$ cat src/rtl/asrm_rx_fifo_pkg.sv
// -----------------------------------------------------------------------------
// asrm_rx_fifo_pkg
// Shared constants for the byte-wide receive FIFO peripheral:
//   - register offsets relative to base_addr
//   - bit positions inside the status vector
//   - bit positions inside the CTRL write word
//   - a small helper that saturates the occupancy count into a 4-bit field
// -----------------------------------------------------------------------------
package asrm_rx_fifo_pkg;

  // Register offsets from base_addr
  localparam int unsigned DATA_OFS   = 0;
  localparam int unsigned CTRL_OFS   = 1;

  // Status vector bit positions
  localparam int unsigned ST_NEMPTY  = 0;
  localparam int unsigned ST_FULL    = 1;
  localparam int unsigned ST_OVF     = 2;
  localparam int unsigned ST_UDF     = 3;
  localparam int unsigned ST_CNT_LSB = 4;

  // CTRL write-word bit positions
  localparam int unsigned CT_CLR_OVF = 0;
  localparam int unsigned CT_CLR_UDF = 1;
  localparam int unsigned CT_FLUSH   = 2;

  // Occupancy can reach 128 entries; the status field only has 4 bits.
  function automatic logic [3:0] sat_cnt4(input logic [7:0] cnt);
    logic [3:0] res;
    if (cnt > 8'd15) begin
      res = 4'hF;
    end else begin
      res = cnt[3:0];
    end
    return res;
  endfunction

endpackage : asrm_rx_fifo_pkg

$ cat src/rtl/asrm_fifo_mem.sv
// -----------------------------------------------------------------------------
// asrm_fifo_mem
// 2^depth_log2 x 8 storage array for the receive FIFO.
// Synchronous write port, asynchronous (combinational) read port so the head
// byte is available in the same cycle a pop is decided.
// Contents are not reset; the controller never reads an entry it has not
// written since reset or flush.
// Ports:
//   clk      - system clock
//   wr_en    - write strobe
//   wr_addr  - write index (tail pointer)
//   wr_data  - byte to store
//   rd_addr  - read index (head pointer)
//   rd_data  - byte at rd_addr
// -----------------------------------------------------------------------------
module asrm_fifo_mem #(
  parameter int unsigned depth_log2 = 3
) (
  input  logic                  clk,
  input  logic                  wr_en,
  input  logic [depth_log2-1:0] wr_addr,
  input  logic [7:0]            wr_data,
  input  logic [depth_log2-1:0] rd_addr,
  output logic [7:0]            rd_data
);

  localparam int unsigned DEPTH = 1 << depth_log2;

  logic [7:0] mem_q [DEPTH];

  // Storage write port
  always_ff @(posedge clk) begin
    if (wr_en) begin
      mem_q[wr_addr] <= wr_data;
    end
  end

  assign rd_data = mem_q[rd_addr];

endmodule : asrm_fifo_mem

$ cat src/rtl/asrm_rx_fifo.sv
// -----------------------------------------------------------------------------
// asrm_rx_fifo
// Byte-wide receive FIFO between a serial receiver and the system bus.
//   DATA register (base_addr)   : pop-on-read, registered data_out, 0 when idle
//   CTRL register (base_addr+1) : write-only; bit0 clear overflow,
//                                 bit1 clear underflow, bit2 flush
// Ports:
//   clk       - system clock
//   reset     - asynchronous active-low reset
//   enable    - bus access strobe
//   addr      - bus address
//   write_en  - 1 = write, 0 = read
//   data_in   - bus write data
//   data_out  - registered bus read data (one-cycle latency)
//   push      - receiver byte-valid strobe
//   push_data - received byte
//   status    - {count_sat[3:0], underflow, overflow, full, not_empty}
//   irq       - (only with ASRM_RX_FIFO_IRQ_EN) registered not_empty | overflow
// Optional feature macro: ASRM_RX_FIFO_IRQ_EN
// -----------------------------------------------------------------------------
module asrm_rx_fifo
  import asrm_rx_fifo_pkg::*;
#(
  parameter int unsigned addr_size  = 16,
  parameter int unsigned base_addr  = 0,
  parameter int unsigned depth_log2 = 3
) (
  input  logic                 clk,
  input  logic                 reset,
  input  logic                 enable,
  input  logic [addr_size-1:0] addr,
  input  logic                 write_en,
  input  logic [7:0]           data_in,
  output logic [7:0]           data_out,
  input  logic                 push,
  input  logic [7:0]           push_data,
  output logic [7:0]           status
`ifdef ASRM_RX_FIFO_IRQ_EN
  ,
  output logic                 irq
`endif
);

  localparam int unsigned DEPTH = 1 << depth_log2;
  localparam int unsigned CW    = depth_log2 + 1;

  localparam logic [addr_size-1:0] DATA_ADDR = addr_size'(base_addr + DATA_OFS);
  localparam logic [addr_size-1:0] CTRL_ADDR = addr_size'(base_addr + CTRL_OFS);

  // Registered state
  logic [depth_log2-1:0] head_q, head_d;
  logic [depth_log2-1:0] tail_q, tail_d;
  logic [CW-1:0]         count_q, count_d;
  logic                  ovf_q, ovf_d;
  logic                  udf_q, udf_d;
  logic                  rd_prev_q, rd_prev_d;
  logic [7:0]            data_out_q, data_out_d;

  // Decode and control strobes
  logic       rd_data_s;
  logic       wr_ctrl_s;
  logic       rd_first_s;
  logic       empty_s;
  logic       full_s;
  logic       flush_s;
  logic       clr_ovf_s;
  logic       clr_udf_s;
  logic       pop_s;
  logic       push_ok_s;
  logic       ovf_set_s;
  logic       udf_set_s;
  logic [7:0] head_byte_s;
  logic [7:0] status_s;

  asrm_fifo_mem #(
    .depth_log2 (depth_log2)
  ) u_mem (
    .clk     (clk),
    .wr_en   (push_ok_s),
    .wr_addr (tail_q),
    .wr_data (push_data),
    .rd_addr (head_q),
    .rd_data (head_byte_s)
  );

  // Bus decode and push/pop arbitration
  always_comb begin
    rd_data_s  = enable && !write_en && (addr == DATA_ADDR);
    wr_ctrl_s  = enable &&  write_en && (addr == CTRL_ADDR);
    // Only the leading cycle of a read access pops; a held strobe reads once.
    rd_first_s = rd_data_s && !rd_prev_q;
    empty_s    = (count_q == {CW{1'b0}});
    full_s     = (count_q == CW'(DEPTH));
    flush_s    = wr_ctrl_s && data_in[CT_FLUSH];
    clr_ovf_s  = wr_ctrl_s && data_in[CT_CLR_OVF];
    clr_udf_s  = wr_ctrl_s && data_in[CT_CLR_UDF];
    pop_s      = rd_first_s && !empty_s && !flush_s;
    udf_set_s  = rd_first_s && empty_s && !flush_s;
    // A same-cycle pop frees the slot, so a full FIFO still accepts the byte.
    push_ok_s  = push && !flush_s && (!full_s || pop_s);
    ovf_set_s  = push && !flush_s && full_s && !pop_s;
  end

  // Next-state for pointers, count, sticky flags and read data
  always_comb begin
    head_d     = head_q;
    tail_d     = tail_q;
    count_d    = count_q;
    rd_prev_d  = rd_data_s;
    data_out_d = 8'h00;

    if (flush_s) begin
      head_d  = {depth_log2{1'b0}};
      tail_d  = {depth_log2{1'b0}};
      count_d = {CW{1'b0}};
    end else begin
      if (pop_s) begin
        head_d = head_q + depth_log2'(1);
      end else begin
        head_d = head_q;
      end
      if (push_ok_s) begin
        tail_d = tail_q + depth_log2'(1);
      end else begin
        tail_d = tail_q;
      end
      case ({push_ok_s, pop_s})
        2'b10:   count_d = count_q + CW'(1);
        2'b01:   count_d = count_q - CW'(1);
        default: count_d = count_q;
      endcase
    end

    // Set wins over a same-cycle clear.
    ovf_d = ovf_set_s || (ovf_q && !clr_ovf_s);
    udf_d = udf_set_s || (udf_q && !clr_udf_s);

    // Non-selected reads drive 0 so several peripherals can be OR-combined.
    if (rd_data_s) begin
      if (rd_first_s) begin
        if (empty_s) begin
          data_out_d = 8'h00;
        end else begin
          data_out_d = head_byte_s;
        end
      end else begin
        data_out_d = data_out_q;
      end
    end else begin
      data_out_d = 8'h00;
    end
  end

  // State registers
  always_ff @(posedge clk or negedge reset) begin
    if (!reset) begin
      head_q     <= {depth_log2{1'b0}};
      tail_q     <= {depth_log2{1'b0}};
      count_q    <= {CW{1'b0}};
      ovf_q      <= 1'b0;
      udf_q      <= 1'b0;
      rd_prev_q  <= 1'b0;
      data_out_q <= 8'h00;
    end else begin
      head_q     <= head_d;
      tail_q     <= tail_d;
      count_q    <= count_d;
      ovf_q      <= ovf_d;
      udf_q      <= udf_d;
      rd_prev_q  <= rd_prev_d;
      data_out_q <= data_out_d;
    end
  end

  // Status vector assembled from registered state only
  always_comb begin
    status_s                           = 8'h00;
    status_s[ST_NEMPTY]                = !empty_s;
    status_s[ST_FULL]                  = full_s;
    status_s[ST_OVF]                   = ovf_q;
    status_s[ST_UDF]                   = udf_q;
    status_s[ST_CNT_LSB +: 4]          = sat_cnt4(8'(count_q));
  end

  assign status   = status_s;
  assign data_out = data_out_q;

`ifdef ASRM_RX_FIFO_IRQ_EN
  logic irq_q, irq_d;

  // Interrupt request follows registered occupancy/overflow one cycle later
  always_comb begin
    irq_d = !empty_s || ovf_q;
  end

  // Interrupt register
  always_ff @(posedge clk or negedge reset) begin
    if (!reset) begin
      irq_q <= 1'b0;
    end else begin
      irq_q <= irq_d;
    end
  end

  assign irq = irq_q;
`endif

endmodule : asrm_rx_fifo

$ cat config.mk
export PLATFORM = sky130hd
export DESIGN_NAME = asrm_rx_fifo
export DESIGN_NICKNAME = d
export VERILOG_FILES = /design/src/rtl/asrm_rx_fifo_pkg.sv /design/src/rtl/asrm_fifo_mem.sv /design/src/rtl/asrm_rx_fifo.sv
export SDC_FILE = /design/constraint.sdc
export NUM_CORES = 1
export LEC_CHECK = 0
export ABC_AREA = 1
export CORE_ASPECT_RATIO = 1.5
export CORE_UTILIZATION = 49
export DETAILED_ROUTE_END_ITERATION = 8
export GPL_TIMING_DRIVEN = 0
export PLACE_DENSITY = 0.8
export SKIP_LAST_GASP = 1
export SLEW_MARGIN = 20
export SYNTH_ARGS = -nofsm -noshare
export SYNTH_HDL_FRONTEND = slang
export SYNTH_SLANG_ARGS = --single-unit
$ cat constraint.sdc
create_clock -name clk -period 1.7 [get_ports clk]
set_input_delay 0.34 -clock clk [delete_from_list [all_inputs] [get_ports clk]]
set_output_delay 0.34 -clock clk [all_outputs]
set_load 0.02 [all_outputs]
Word level (Yosys, flattened, before mapping)
Memory sizes are Yosys's and may differ from the RTL's. Index checks and enable logic that the tools add are counted. Widths: inputs -> output; s select.

$add $sub $neg: 4. Equal/unequal tests: 5. Muxes and demuxes: 11. Reductions and logical operators: 34.

Operator list (count): $mux 8 (3); $logic_and 1x1->1 (18); $eq 16x1->1 const B (1); $logic_not 16->1 (1); $mux 3 (4); $logic_not 1->1 (8); $pmux 4 s2 (1); $add 3x1->3 const B (2); $add 4x1->4 const B (1); $eq 4x4->1 const B (1); $logic_not 4->1 (1); $mux 4 (1); $reduce_bool 2->1 (2); $sub 4x1->4 const B (1); $logic_or 1x1->1 (3); $reduce_bool 3->1 (1); $eq 2x1->1 const B (1); $eq 2x2->1 const B (1); $mux 1 (2); $ne 2x1->1 const B (1).

Bits in registers: 21. Bits in writable memories: 64. Bits of input ports: 37. Output and inout port bits: 16. Word-level logic and storage cells: 62. Memories kept: 1.

Memory list: u_mem.mem_q (words 8, width 8, rd ports 1, clocked after memory_dff 0, wr ports 1, RTL line asrm_fifo_mem.sv:29) `logic [7:0] mem_q [DEPTH];`.

Logic depth before layout (Yosys ltp)
Gate-level depths: netlist (run 1).

Depth after elaboration: 11. Depth in mapped cells: 14. Gate-level depth less buffers: 14.

Hierarchy
Synthesis (run 1) repeated with hierarchy kept, for this count alone.

Cells, all modules: 460. Area total of the unflattened synthesis: 4254.1 µm².

By module, submodules not included: asrm_fifo_mem (times used 1, cells each 295, area an instance 2890.3 µm², sequential area each 1921.8 µm²); asrm_rx_fifo (times used 1, cells each 165, area an instance 1363.8 µm², sequential area each 525.5 µm²).

Least setup slack after synthesis (run 1)
Ideal clock, no wire load.

Path type: register -> register. Start point: reg count_q[0]. End point: mem u_mem.mem_q[0][0] (enable). Library setup time: 0.370 ns. Arrival time: 1.748 ns. Data required time: 1.330 ns. Slack: -0.418 ns. Cell stages (with the launch flop): 11. Path buffers: 0. Clock period less this slack: 2.118 ns. Cell sequence: dfrtp_1 inv_1 nand2_1 nor2_1 nand2_4 nand4_4 nand2_2 nand2_4 inv_1 nand2_1 nor2_1.

Cells in the longest elaborated chain, start to end: 8. Elaborated cells on any way between the ends: 10. Classes of those cells: eq/ne (1); mux (2); reduce/logical (7).

Ends and longest elaborated chain: start: declaration (RTL line asrm_rx_fifo.sv:53) `logic [CW-1:0] count_q, count_d;`; start signal: assignment (RTL line asrm_rx_fifo.sv:159) `count_q <= {CW{1'b0}};`; start signal: assignment (RTL line asrm_rx_fifo.sv:167) `count_q <= count_d;`; $logic_not 4->1 (RTL line asrm_rx_fifo.sv:92) `empty_s = (count_q == {CW{1'b0}});`; $logic_not 1->1; via status[0] (RTL line asrm_rx_fifo.sv:37) `output logic [7:0] status`; $logic_and 1x1->1 (2 in a row) (RTL line asrm_rx_fifo.sv:97) `pop_s = rd_first_s && !empty_s && !flush_s;`; $logic_or 1x1->1 (RTL line asrm_rx_fifo.sv:100) `push_ok_s = push && !flush_s && (!full_s || pop_s);`; $logic_and 1x1->1 (RTL line asrm_rx_fifo.sv:100); $mux 1 (RTL line asrm_fifo_mem.sv:33) `if (wr_en) begin`; $mux 1 (not written as such) (RTL line asrm_fifo_mem.sv:34) `mem_q[wr_addr] <= wr_data;`; end: declaration (RTL line asrm_fifo_mem.sv:29).

The timed path passes the listed nets, and every way through them passes these cells.

Worst setup path after layout (run 1)
Start point: reg count_q[0]. End point: reg count_q[2].

Cells in the longest elaborated chain, start to end: 9. Elaborated cells on any way between the ends: 15. Classes of those cells: add/sub (2); eq/ne (3); mux (2); reduce/logical (8).

Ends and longest elaborated chain: $logic_not 4->1 (RTL line asrm_rx_fifo.sv:92); $logic_not 1->1 (RTL line asrm_rx_fifo.sv:97); $logic_and 1x1->1 (2 in a row) (RTL line asrm_rx_fifo.sv:97); $logic_or 1x1->1 (RTL line asrm_rx_fifo.sv:100); $logic_and 1x1->1 (RTL line asrm_rx_fifo.sv:100); $eq 2x1->1 / $eq 2x2->1 (equally long branches) (RTL line asrm_rx_fifo.sv:127) `case ({push_ok_s, pop_s})`; $pmux 4 s2 (RTL line asrm_rx_fifo.sv:127); $mux 4 (RTL line asrm_rx_fifo.sv:112) `if (flush_s) begin`.

Parallel ways exist; a longest one is shown, timed or not. A chain may end at the register's enable or synchronous reset.

==> metrics.md, run 1 <==
| Metric | Value |
|---|---|
| Max incr delay on CP | `380 ps` |
| Final ANT Viol Nets | `0` |
| Routability congestion estimate | `0.810` |
| Avg Inst Size Synth | `11.1 µm²` |
| WL/cell | `18.9 µm` |
| First-pass GRT wire length | `15.2 mm` |
| Die Y | `111 µm` |
| Detailed-route via count | `3063` |
| Drt pass-1 iters | `7` |
| Post-synth net total | `387` |
| Slew Viols, Final | `0` |
| Post-synth top area cell | `edfxtp_1` |
| Power per Cell Area | `1220 nW/µm²` |
| Detailed Route Iter0 Violations | `208` |
| Area Overhead vs Synth | `37.8%` |
| GRT Residual Overflow | `0` |
| Clock root buffer | `clkbuf_16` |
| Startpoint Class | `flip-flop` |
| CP Data Required Time | `1980 ps` |
| Clock slew at reported path FFs | `60 ps` |
| Sequential power share | `0.424` |
| Fin Setup TNS | `-3980 ps` |
| Max IR drop VDD | `0.850 mV` |
| Vias in the first global route | `3209` |
| Vias/cell | `5.63` |
| Tmin final | `1910 ps` |
| Synthesized area | `3850 µm²` |
| WP data arrival | `2180 ps` |
| Worst path cell trace | `inv_2 > nand2_4 > nor2_4 > nand2_4 > nand4_4 > nor2_4 > nand2_2 > and2_4 > ha_4 > a21oi_2 > xnor2_1 > nand2_1 > nand2_1` |
| Unique masters post-synth | `34` |
| Maxcap violations | `0` |
| Final WL | `10.3 mm` |
| Hpwl dp | `6.38 mm` |
| Row cnt | `39` |
| Period utilisation layout | `1.12` |
| Unrepaired setup endpoints after global routing | `yes` |
| Worst hold path type | `input port to flip-flop` |
| Clock share of power | `0.294` |
| Design area | `5310 µm²` |
| TritonCTS clock tree | `done` |
| Outcome | `complete, but fails checks` |
| Switching Power | `1.95 mW` |
| N_diodes | `0` |
| Port bufs | `47` |
| Initial antenna violation count | `0` |
| Total GRT Usage | `0.258` |
| Sw Ratio | `0.301` |
| Placeable core area | `7610 µm²` |
| Placed instance area | `4580 µm²` |
| Post-synth top cells | `nor2_1 (65), edfxtp_1 (64), nand2_1 (62), dfrtp_1 (21), o21ai_0 (21)` |
| CTS Buf Count | `9` |
| Seq/Total Area, Yosys | `0.635` |
| Total clock sinks | `85` |
| CP Class | `flip-flop to flip-flop` |
| Die area | `8230 µm²` |
| Max Clk Rate | `0.525 GHz` |
| Util after Layout | `0.698` |
| Internal power | `4.52 mW` |
| Main area contributors after synthesis | `edfxtp_1 (50%), dfrtp_1 (14%), nor2_1 (6.3%), nand2_1 (6.0%), o32ai_1 (3.6%)` |
| Final hold vios | `0` |
| Clock latency on the worst-skew pair | `340 ps` |
| Leakage | `2.13 nW` |
| Critical path capture point type | `flip-flop` |
| Combinational share of power | `0.282` |
| # setup viols final | `68` |
| Setup Skew | `7.67 ps` |
| Cell with the most instances after synthesis | `nor2_1` |
| Final nets | `478` |
| Crit path max-delay family | `simple AND/OR/NAND/NOR gates` |
| EDFF count, synth | `64` |
| Slew @ Worst Pin | `984 ps` |
| Violated checks | `negative setup slack` |
| Synth top area share | `0.499` |
| Ys Warns | `0` |
| H-tree depth | `3` |
| CTS Buffer Depth | `2` |
| Fraction of registers with async set/reset | `0.247` |
| Synthesized instance count | `346` |
| Post-route DRC | `0` |
| Number of synthesized register bits | `85` |
| Buf+Inv Stages, Crit Path | `1` |
| Hold-fix buffers, CTS | `0` |
| Pin count of the biggest net entering global routing | `22` |
| Starting Density | `0.506` |
| CP max-delay cell | `dfrtp_2` |
| Setup slack after layout | `-206 ps` |
| Crit path max fanout | `4` |
| # IOs | `53` |
| Max-slew headroom | `0.342` |
| Width of the chip | `74.4 µm` |
| Main synth FF type | `edfxtp_1` |
| Layout cells sized above 1 | `0.305` |
## kinds of logic (layout without fill, tap and decap cells)
family,count (synthesis),in the layout,share of synthesized area
AO/OA/AOI/OAI,50,50,0.0925
buffers and inverters,38,134,0.0422
AND/OR/NAND/NOR,168,168,0.215
flip-flops,85,85,0.635
adder cells (fa/ha/maj),4,4,0.0130
XOR/XNOR,1,1,0.00227
## routing by layer
metal / up-vias / global-route usage / share of wire
met2: 160 / 0.449 / 0.54
met5: - / 0 / 0
met1: 1473 / 0.267 / 0.36
met4: 0 / 0.161 / 0.038
li1: 1392 / - / -
met3: 38 / 0.0593 / 0.065
## repair_timing
action,CTS,global route
gates resized for setup,48,48
pin swaps,31,25
endpoints found under the setup margin,85,84
buffers inserted,27,7
hold endpoints to repair,0,0
## final cells by class
type	count	area, µm²
flip-flops and latches	85	2450
fillers	513	2300
multi-input cells	223	1450
repair buffers	81	805
clock buffers	11	243
well taps	102	128
plain buffers	15	101
inverters	22	91.3
clock inverters	5	50.0
## worst paths after layout
path	slack [ps]	startpoint	cells after the start	end
min reg2reg	490	ovf_q$_DFF_PN0_	2	ovf_q$_DFF_PN0_
min	400	write_en	4	udf_q$_DFF_PN0_
max in group asynchronous	490	reset	1	count_q[2]$_DFFE_PN0P_
max reg2reg	-210	count_q[0]$_DFFE_PN0P_	13	count_q[2]$_DFFE_PN0P_
min in group asynchronous	550	reset	1	data_out[6]$_DFFE_PN0P_
max	-210	count_q[0]$_DFFE_PN0P_	13	count_q[2]$_DFFE_PN0P_
## through the flow
stage	cells	hold slack [ps]	total power, mW	setup slack, ps
floorplan	346	44.4	3.59	-112
global placement	495	472	4.00	-776
detailed placement	495	479	4.06	-779
CTS	538	491	6.29	-116
global route	544	424	6.74	-313
finish	544	398	6.47	-206
## worst register-to-register path, delay by kind of cell (launching register included)
kind	cells	cell delay, ps
compound gates	1	110
buf+inv	1	60
flops	1	380
xor+xnor	1	150
simple gates	9	1000
fa+ha+maj	1	150
## layout by cell type (no fill, tap or decap), types with 7 or more instances in the layout
cell type        synthesis  final
o21ai_0                 21     21
edfxtp_1                64     64
nor2_1                  65     53
o32ai_1                 16     16
a32o_1                   8      8
inv_2                    4      8
dlygate4sd2_1            0     10
buf_12                   0      8
dfrtp_1                 21     18
nand2_2                  4      7
inv_1                   17     12
buf_4                    3     32
clkbuf_16                0      9
nand3_1                  8      8
nor2_4                   6     19
nand2_1                 62     55
nor2_2                   9      8
clkbuf_2                 0      7
clkdlybuf4s15_1          0      9
clkdlybuf4s50_1          0     20
## power by group through the flow
stage          clock, mW  sequential (mW)  combinational, mW
2_1_floorplan          0             2.78              0.809
3_3_place_gp           0             2.76               1.25
3_5_place_dp           0             2.77               1.29
4_1_cts             1.92             2.72               1.65
5_1_grt             2.03             2.76               1.95
6_report            1.90             2.74               1.83
## flip-flops by register name, indices dropped and copies added (netlist names)
name         count
count_q          4
data_out         8
head_q           3
ovf_q            1
rd_prev_q        1
tail_q           3
u_mem.mem_q     64
udf_q            1
(Power assumes the default switching activity.)
==> run 2, diff against run 1 <==
--- a/config.mk
+++ b/config.mk
@@ -7,10 +7,10 @@
 export LEC_CHECK = 0
 export ABC_AREA = 1
 export CORE_ASPECT_RATIO = 1.5
-export CORE_UTILIZATION = 49
+export CORE_UTILIZATION = 25
 export DETAILED_ROUTE_END_ITERATION = 8
 export GPL_TIMING_DRIVEN = 0
-export PLACE_DENSITY = 0.8
+export PLACE_DENSITY = 0.49
 export SKIP_LAST_GASP = 1
 export SLEW_MARGIN = 20
 export SYNTH_ARGS = -nofsm -noshare
==> metrics.md, run 2 (synthesis gave the netlist of run 1 again) <==
| Metric | Value |
|---|---|
| Placeable core area | `15100 µm² (+98%)` |
| Clock root buffer | `clkbuf_16` |
| Slew @ Worst Pin | `548 ps (-436 ps)` |
| Power per Cell Area | `1190 nW/µm² (-2.2%)` |
| Violated checks | `negative hold slack, negative setup slack` |
| FILL cells | `1459 (+180%)` |
| WP data arrival | `2140 ps (-40 ps)` |
| Area Overhead vs Synth | `43.2%` |
| Critical path capture point type | `flip-flop` |
| Leakage | `2.14 nW (+0.52%)` |
| Final WL | `10.4 mm (+0.73%)` |
| Sw Ratio | `0.296 (-0.00462)` |
| Final nets | `484 (+1.3%)` |
| Switching Power | `1.95 mW (about the same)` |
| Reg2Reg Launch Point | `count_q[1]$_DFFE_PN0P_` |
| Routability congestion estimate | `0.718 (-11%)` |
| Max-slew headroom | `0.632 (+0.290)` |
| R2r setup slk | `-160 ps (+40 ps)` |
| Unrepaired setup endpoints after global routing | `yes` |
| Vias in the first global route | `3107 (-3.2%)` |
| Drt pass-1 iters | `4 (-3)` |
| Period utilisation layout | `1.10 (-0.0253)` |
| CTS Buffer Depth | `2 (unchanged)` |
| Post-route DRC | `0 (unchanged)` |
| Hold-fix buffers, CTS | `0 (unchanged)` |
| CP Class | `flip-flop to flip-flop` |
| Final ANT Viol Nets | `0 (unchanged)` |
| # setup viols final | `70 (+2.9%)` |
| Commonest non-fill, non-tap cell in the layout | `edfxtp_1` |
| CTS Buf Count | `9 (unchanged)` |
| Commonest non-fill, non-tap cells in the layout | `edfxtp_1 (64), nor2_1 (54), nand2_1 (54)` |
| WL/cell | `16.0 µm (-15%)` |
| GRT Residual Overflow | `0 (unchanged)` |
| Outcome | `complete, but fails checks` |
| Final hold vios | `21 (+21)` |
| Starting Density | `0.256 (-0.251)` |
| Max IR drop VDD | `0.451 mV (-47%)` |
| Layout cells sized above 1 | `0.304 (-0.00186)` |
| Sequential power share | `0.414 (-0.010)` |
| Crit path max fanout | `2 (-2)` |
| Clock latency on the worst-skew pair | `340 ps (about the same)` |
| Util after Layout | `0.366 (-0.332)` |
| Clock share of power | `0.318 (+0.024)` |
| Fin Setup TNS | `-6960 ps (-2970 ps)` |
| Hpwl dp | `7.08 mm (+11%)` |
| Worst hold path type | `input port to async pin` |
| Initial antenna violation count | `0 (unchanged)` |
| Width of the chip | `103 µm (+39%)` |
| Maxcap violations | `0 (unchanged)` |
| TritonCTS clock tree | `done` |
| Startpoint Class | `flip-flop` |
| Crit path to | `count_q[2]$_DFFE_PN0P_` |
| Hold WS | `-40.7 ps (-438 ps)` |
| Worst r2r path cells | `14 (+1)` |
| Max reg flops | `64 (unchanged)` |
| Pin count of the biggest net entering global routing | `22 (unchanged)` |
| Multi-input logic area | `1470 µm² (+1.7%)` |
| First-pass GRT wire length | `15.7 mm (+3.9%)` |
| N_diodes | `0 (unchanged)` |
| Clock slew at reported path FFs | `60 ps (about the same)` |
| # IOs | `53 (unchanged)` |
| Detailed-route via count | `2883 (-5.9%)` |
| Worst slack, placed | `-861 ps (-81.4 ps)` |
| Detailed Route Iter0 Violations | `112 (-46%)` |
| Total clock sinks | `85 (unchanged)` |
| H-tree depth | `3 (unchanged)` |
| Internal power | `4.63 mW (+2.3%)` |
| CP Data Required Time | `1980 ps (about the same)` |
| Die Y | `154 µm (+39%)` |
| Row cnt | `55 (+41%)` |
| Launch point of the critical path | `count_q[1]$_DFFE_PN0P_` |
| Total GRT Usage | `0.136 (-0.122)` |
| Largest Register | `u_mem.mem_q` |
| FF/Latch Area | `2450 µm² (unchanged)` |
| Port bufs | `47 (unchanged)` |
| Tmin final | `1860 ps (-42.9 ps)` |
| Combinational share of power | `0.269 (-0.013)` |
| Setup Skew | `4.92 ps (-2.74 ps)` |
| Max Clk Rate | `0.537 GHz (+2.3%)` |
| Vias/cell | `4.46 (-21%)` |
| Die area | `15900 µm² (+93%)` |
| Slew Viols, Final | `0 (unchanged)` |
| Setup slack after layout | `-163 ps (+42.9 ps)` |
| Worst r2r dst | `count_q[2]$_DFFE_PN0P_` |
run 2: power by group through the flow:
stage               registers [mW]  clock network, mW  logic, mW
finish                        2.72               2.09       1.77
global route                  2.75               2.21       1.91
CTS                           2.72               2.14       1.72
detailed placement            2.78                  0       1.33
global placement              2.77                  0       1.31
floorplan                     2.78                  0      0.809
run 2: per-stage QoR:
stage	power, mW	hold slack [ps]	std cells	cell area (µm²)
after floorplan	3.59	44.4	346	3980
after global placement	4.07	489	592	4700
after detailed placement	4.10	500	592	4700
after CTS	6.58	510	639	5430
after global routing	6.87	0.493	647	5520
final	6.58	-40.7	647	5520
run 2: per-layer routing:
metal / part of all wire / global-route usage / vias to the layer above
met5: 0 / 0 / -
met4: 0.015 / 0.0516 / 0
met3: 0.032 / 0.0177 / 10
met2: 0.58 / 0.274 / 57
met1: 0.37 / 0.132 / 1419
li1: - / - / 1397
run 2: worst max-delay path: stages (launching register included):
cell,delay [ps]
dfrtp_2,420
inv_2,80
buf_4,110
buf_4,90
buf_4,100
buf_4,90
buf_4,90
buf_4,100
nand2_4,40
and2_4,160
ha_4,150
a21oi_2,130
xnor2_1,130
nand2_1,60
nand2_1,60
run 2: worst min-delay path by stage:
stage               startpoint                 endpoint  slack, ps  depth (start not counted)
2_1_floorplan            reset   count_q[0]$_DFFE_PN0P_         40                          0
3_3_place_gp   ovf_q$_DFF_PN0_          ovf_q$_DFF_PN0_        490                          2
3_5_place_dp   ovf_q$_DFF_PN0_          ovf_q$_DFF_PN0_        500                          2
4_1_cts                addr[2]      rd_prev_q$_DFF_PN0_        510                          4
5_1_grt                  reset  data_out[0]$_DFFE_PN0P_        0.5                          1
6_report                 reset    tail_q[1]$_DFFE_PN0P_        -40                          1
run 2: repair_timing:
action	4_1_cts	5_1_grt
gates cloned	0	0
gates resized for setup	53	12
buffers inserted	32	8
hold endpoints to repair	0	0
endpoints found under the setup margin	88	82
pin swaps	33	16
run 2: area by class of cell:
| type | instances | area share |
|---|---|---|
| plain buffers | 15 | 0.0152 |
| clock inverters | 7 | 0.0177 |
| clock buffers | 9 | 0.0408 |
| repair buffers | 87 | 0.154 |
| flip-flops and latches | 85 | 0.444 |
| multi-input cells | 223 | 0.266 |
| inverters | 22 | 0.0170 |
| well taps | 199 | 0.0451 |
